$ cat src/rtl/mips_pkg.sv
// Shared definitions for the MIPS core front end.
//   fetch_state_t : fetch controller state encoding
//   INSTR_W       : instruction word width
//   PC_INC        : sequential PC increment
//   NOP_INSTR     : instruction buffer contents after reset
package mips_pkg;

  typedef enum logic [1:0] {
    FETCH = 2'd0,
    WAIT  = 2'd1,
    HOLD  = 2'd2,
    DRAIN = 2'd3
  } fetch_state_t;

  localparam int unsigned INSTR_W   = 32;
  localparam logic [31:0] PC_INC    = 32'd4;
  localparam logic [31:0] NOP_INSTR = 32'h0;

endpackage

$ cat src/rtl/fetch_ctrl.sv
// Instruction-fetch controller.
// Produces the next-PC value for an external PC register (loaded every
// edge), issues at most one instruction-memory request at a time, buffers
// the returned word and presents it to decode with its PC and PC+4.
// Redirects from downstream squash wrong-path requests and buffered words.
// Ports:
//   clk, rst            clock, asynchronous active-high reset
//   pc_in / pc_next     PC register output / PC register input
//   redirect_valid/target  taken branch/jump and its target
//   imem_req_*          request channel (valid/ready, address)
//   imem_rsp_*          response channel (valid, instruction word)
//   id_valid/id_ready   handshake to decode
//   id_instr/pc/pc4     buffered instruction, its address, address+4
module fetch_ctrl
  import mips_pkg::*;
#(
  parameter logic [31:0] RESET_PC = 32'h0000_0000
) (
  input  logic               clk,
  input  logic               rst,
  input  logic [31:0]        pc_in,
  output logic [31:0]        pc_next,
  input  logic               redirect_valid,
  input  logic [31:0]        redirect_target,
  output logic               imem_req_valid,
  output logic [31:0]        imem_req_addr,
  input  logic               imem_req_ready,
  input  logic               imem_rsp_valid,
  input  logic [INSTR_W-1:0] imem_rsp_data,
  output logic               id_valid,
  input  logic               id_ready,
  output logic [INSTR_W-1:0] id_instr,
  output logic [31:0]        id_pc,
  output logic [31:0]        id_pc4
);

  fetch_state_t state, state_next;
  logic         load;
  logic         handoff;

  always_ff @(posedge clk or posedge rst) begin
    if (rst) state <= FETCH;
    else     state <= state_next;
  end

  always_comb begin
    state_next     = state;
    imem_req_valid = 1'b0;
    id_valid       = 1'b0;
    load           = 1'b0;
    handoff        = 1'b0;
    unique case (state)
      FETCH: begin
        imem_req_valid = !redirect_valid;
        if (imem_req_valid && imem_req_ready) state_next = WAIT;
      end
      WAIT: begin
        // A response arriving with a redirect closes the transaction, so
        // there is nothing left to drain.
        if (redirect_valid)      state_next = imem_rsp_valid ? FETCH : DRAIN;
        else if (imem_rsp_valid) begin
          load       = 1'b1;
          state_next = HOLD;
        end
      end
      HOLD: begin
        id_valid = !redirect_valid;
        if (redirect_valid) state_next = FETCH;
        else if (id_ready) begin
          handoff    = 1'b1;
          state_next = FETCH;
        end
      end
      DRAIN: begin
        if (imem_rsp_valid) state_next = FETCH;
      end
      default: state_next = FETCH;
    endcase
    if (rst) begin
      imem_req_valid = 1'b0;
      id_valid       = 1'b0;
    end
  end

  // The PC only moves on handoff or redirect, so pc_in always names the
  // instruction that is in flight or buffered.
  always_comb begin
    if (rst)                 pc_next = RESET_PC;
    else if (redirect_valid) pc_next = {redirect_target[31:2], 2'b00};
    else if (handoff)        pc_next = pc_in + PC_INC;
    else                     pc_next = pc_in;
  end

  assign imem_req_addr = pc_in;

  always_ff @(posedge clk or posedge rst) begin
    if (rst) begin
      id_instr <= NOP_INSTR;
      id_pc    <= '0;
      id_pc4   <= PC_INC;
    end else if (load) begin
      id_instr <= imem_rsp_data;
      id_pc    <= pc_in;
      id_pc4   <= pc_in + PC_INC;
    end
  end

endmodule

$ cat config.mk
export PLATFORM = sky130hd
export DESIGN_NAME = fetch_ctrl
export DESIGN_NICKNAME = d
export VERILOG_FILES = /design/src/rtl/mips_pkg.sv /design/src/rtl/fetch_ctrl.sv
export SDC_FILE = /design/constraint.sdc
export NUM_CORES = 1
export LEC_CHECK = 0
export ABC_AREA = 1
export CELL_PAD_IN_SITES_DETAIL_PLACEMENT = 0
export CELL_PAD_IN_SITES_GLOBAL_PLACEMENT = 1
export CORE_UTILIZATION = 43
export DETAILED_ROUTE_END_ITERATION = 8
export DONT_BUFFER_PORTS = 1
export GPL_ROUTABILITY_DRIVEN = 0
export PLACE_DENSITY_LB_ADDON = 0.12
export SLEW_MARGIN = 20
export SYNTH_ARGS = -nofsm -noshare
export SYNTH_HDL_FRONTEND = slang
export SYNTH_SLANG_ARGS = --single-unit
$ cat constraint.sdc
create_clock -name clk -period 3.8 [get_ports clk]
set_input_delay 0.38 -clock clk [delete_from_list [all_inputs] [get_ports clk]]
set_output_delay 0.38 -clock clk [all_outputs]
set_load 0.005 [all_outputs]
==> out/summary.txt <==
Fin Clk Skew = 0.00884 ns
ANT cells = 0
Filler cells = 1,274
Post-synth EDFFs = 0
period utilisation layout = 71.1%
Longest Clk Path Bufs = 2
crit start category = primary input
initial antenna violation count = 0
setup TNS = 0 ns
fmax = 370 MHz
hold buffer count at CTS = 1
Crit path arrival time = 2.32 ns
Async SR Flop Fraction = 100%
Seq/Total Area, Yosys = 44.2%
Pwr per Cell Area = 666 mW/mm^2
Avg Vias per Cell = 5.13
Post-Place Worst Slack = 1.52 ns
Detail Route Antenna Nets = 0
# port buffers = 0
first-pass GRT wire length = 23.7 mm
CTS Buf Count = 9
Cell Count, Final, Fillers Out = 894
Area growth syn-to-layout = 3.31%
largest family of logic cells by synthesized area = simple AND/OR/NAND/NOR gates
critical path class = in -> out
Die X = 114 um
# setup viols final = 0
Fin. Hold Viols = 0
Yosys top cell by area = dfrtp_1
All-Layer GR Usage = 24.1%
largest cells by area after synthesis = dfrtp_1 (44%), nand2_1 (24%), buf_4 (5.0%), o21ai_0 (4.8%), nand3_1 (3.5%)
Post-Syn Nets = 873
Avg Inst Size Synth = 7.06 sq um
GRT overflow = 0
via count = 4,587
top cells by count, synth = nand2_1 (345), dfrtp_1 (95), o21ai_0 (52), nor2_1 (50), inv_1 (47)
reg2reg end = id_pc[17]$_DFFE_PP0P_
DRC errors left = 0
worst reg2reg path depth = 5
reg-to-reg startpoint = state[0]$_DFFE_PP0P_
synth warn = 0
Clock transition at path regs = 0.07 ns
min Tclk post-route = 2.70 ns
post-synth top area share = 43.7%
WP data required = 3.42 ns
Peak VDD IR = 0.265 mV
first-pass iteration count of the detailed router = 4
die span in y = 114 um
DRT Wirelength = 15.5 mm
Hold Crit Class = in -> reg
Min-Delay Endpoint = id_pc4[2]$_DFFE_PP1P_
Max Slew Vio Count = 0
Leakage = 0.00283 uW
IO Pins = 264
worst-margin pin slew = 1.00 ns
core area = 0.0122 sq mm
pin count of the biggest net entering global routing = 119
DPL Wire Length = 11.1 mm
cells after synthesis = 770
Synth Area in Adders = 0.230%
Setup crit end kind = output port
Reg2Reg Setup Slack = 2.10 ns
clock sinks = 96
CTS tree = built
dpl cells = 877
Main synth FF type = dfrtp_1
initial core utilization = 44.7%
Hold Path Origin = pc_in[2]
row count = 40
final-stage net count = 824
H-tree levels = 3
die footprint = 0.0131 sq mm
RSZ-0062 raised after global routing = false
setup ws final = 1.10 ns
XOR/XNOR share of the synthesized area = 0.806%
Initial DRC Count = 243
library cells used by synthesis = 28
Post-CTS Resized = 0
Min Hold Slack = 0.107 ns
drt wl/cell = 17.3 um
Mapped Area = 0.00544 sq mm
mux cell area share after synthesis = 0%
most instantiated library cell after synthesis = nand2_1
root buffer cell = clkbuf_16
relative slew slack = 32.8%
peak fanout along the critical path = 29
hold depth = 1
Simple-Gate Fraction of Synth Area = 34.3%
fraction of layout instances using a drive strength above 1 = 6.06%
number of global-route vias before repair = 4,410
status = finished, final reports clean
post-synthesis compound-gate area fraction = 9.46%
FF+latch count, synth = 96
Max-Cap Viols = 0
Post-CTS Setup Inserts = 0
Worst-Skew Late Latency = 0.35 ns
## routing by layer
layer	wire length, um	global-route usage, %	vias to the layer above
met1	6500	29.3	2108
met5	0	0	-
li1	-	-	2279
met4	247	8.57	0
met3	1250	6.35	15
met2	7480	41.2	185
## power breakdown
group	switching [uW]	internal, uW
sequential	454	1550
combinational	491	298
clock	424	523
total	1370	2370
## how the worst max path moves through the flow
| stage | start | endpoint | slack, ns | cells after the start |
|---|---|---|---|---|
| finish | redirect_valid | pc_next[31] | 1.10 | 5 |
| floorplan | rst | id_instr[0]$_DFFE_PP0P_ | 0.92 | 1 |
| detailed placement | redirect_valid | pc_next[2] | 1.52 | 5 |
| CTS | state[0]$_DFFE_PP0P_ | pc_next[10] | 1.44 | 7 |
| global route | redirect_valid | pc_next[29] | 0.85 | 5 |
| global placement | redirect_valid | pc_next[31] | 1.52 | 5 |
## kinds of logic after synthesis
family | count (synthesis)
buffers and inverters | 116
adders and majority gates | 1
and+or+nand+nor | 454
xor gates and xnor gates | 5
AOI/OAI and AO/OA | 98
DFF | 96
## final cells by class
type | instances | area (sq um) | area share, %
multi-input combinational | 558 | 2450 | 43.6
inverter | 50 | 193 | 3.43
clock buffer | 10 | 229 | 4.08
sequential | 96 | 2400 | 42.8
timing repair buffer | 6 | 51.3 | 0.914
tap | 168 | 210 | 3.74
clock inverter | 6 | 77.6 | 1.38
## cells in the final DEF, fill, tap and decap left out, types with 3 or more instances in the layout
master     count
dfrtp_1       95
o21ai_0       52
nand2_1      345
a31oi_1       12
clkbuf_16      9
a21oi_1       27
nand3_1       37
o21ai_1        4
nand2_4        3
buf_4          4
nor2_2         5
inv_1         45
xor2_1         5
nor2_4         5
nor2_1        49
nand2_2        3
## critical path, cell delays in order
cell      delay [ns]
nor2_1          0.39
clkinv_1        0.94
a21oi_1         0.38
nand2_1         0.13
nand2_1         0.09
## sequential cells by signal, summed over array words and instances (netlist names)
register  count
id_pc        32
id_pc4       30
state         2
id_instr     32
## stage by stage
stage | utilization (%) | area (sq um) | total power, uW
6_report | 46.2 | 5620 | 3740
2_1_floorplan | - | 5440 | 2580
4_1_cts | 46.1 | 5610 | 3790
3_5_place_dp | 43.5 | 5300 | 2830
5_1_grt | 46.2 | 5620 | 4040
3_3_place_gp | 43.5 | 5290 | 2780
Power figures use the tool's default switching activity.
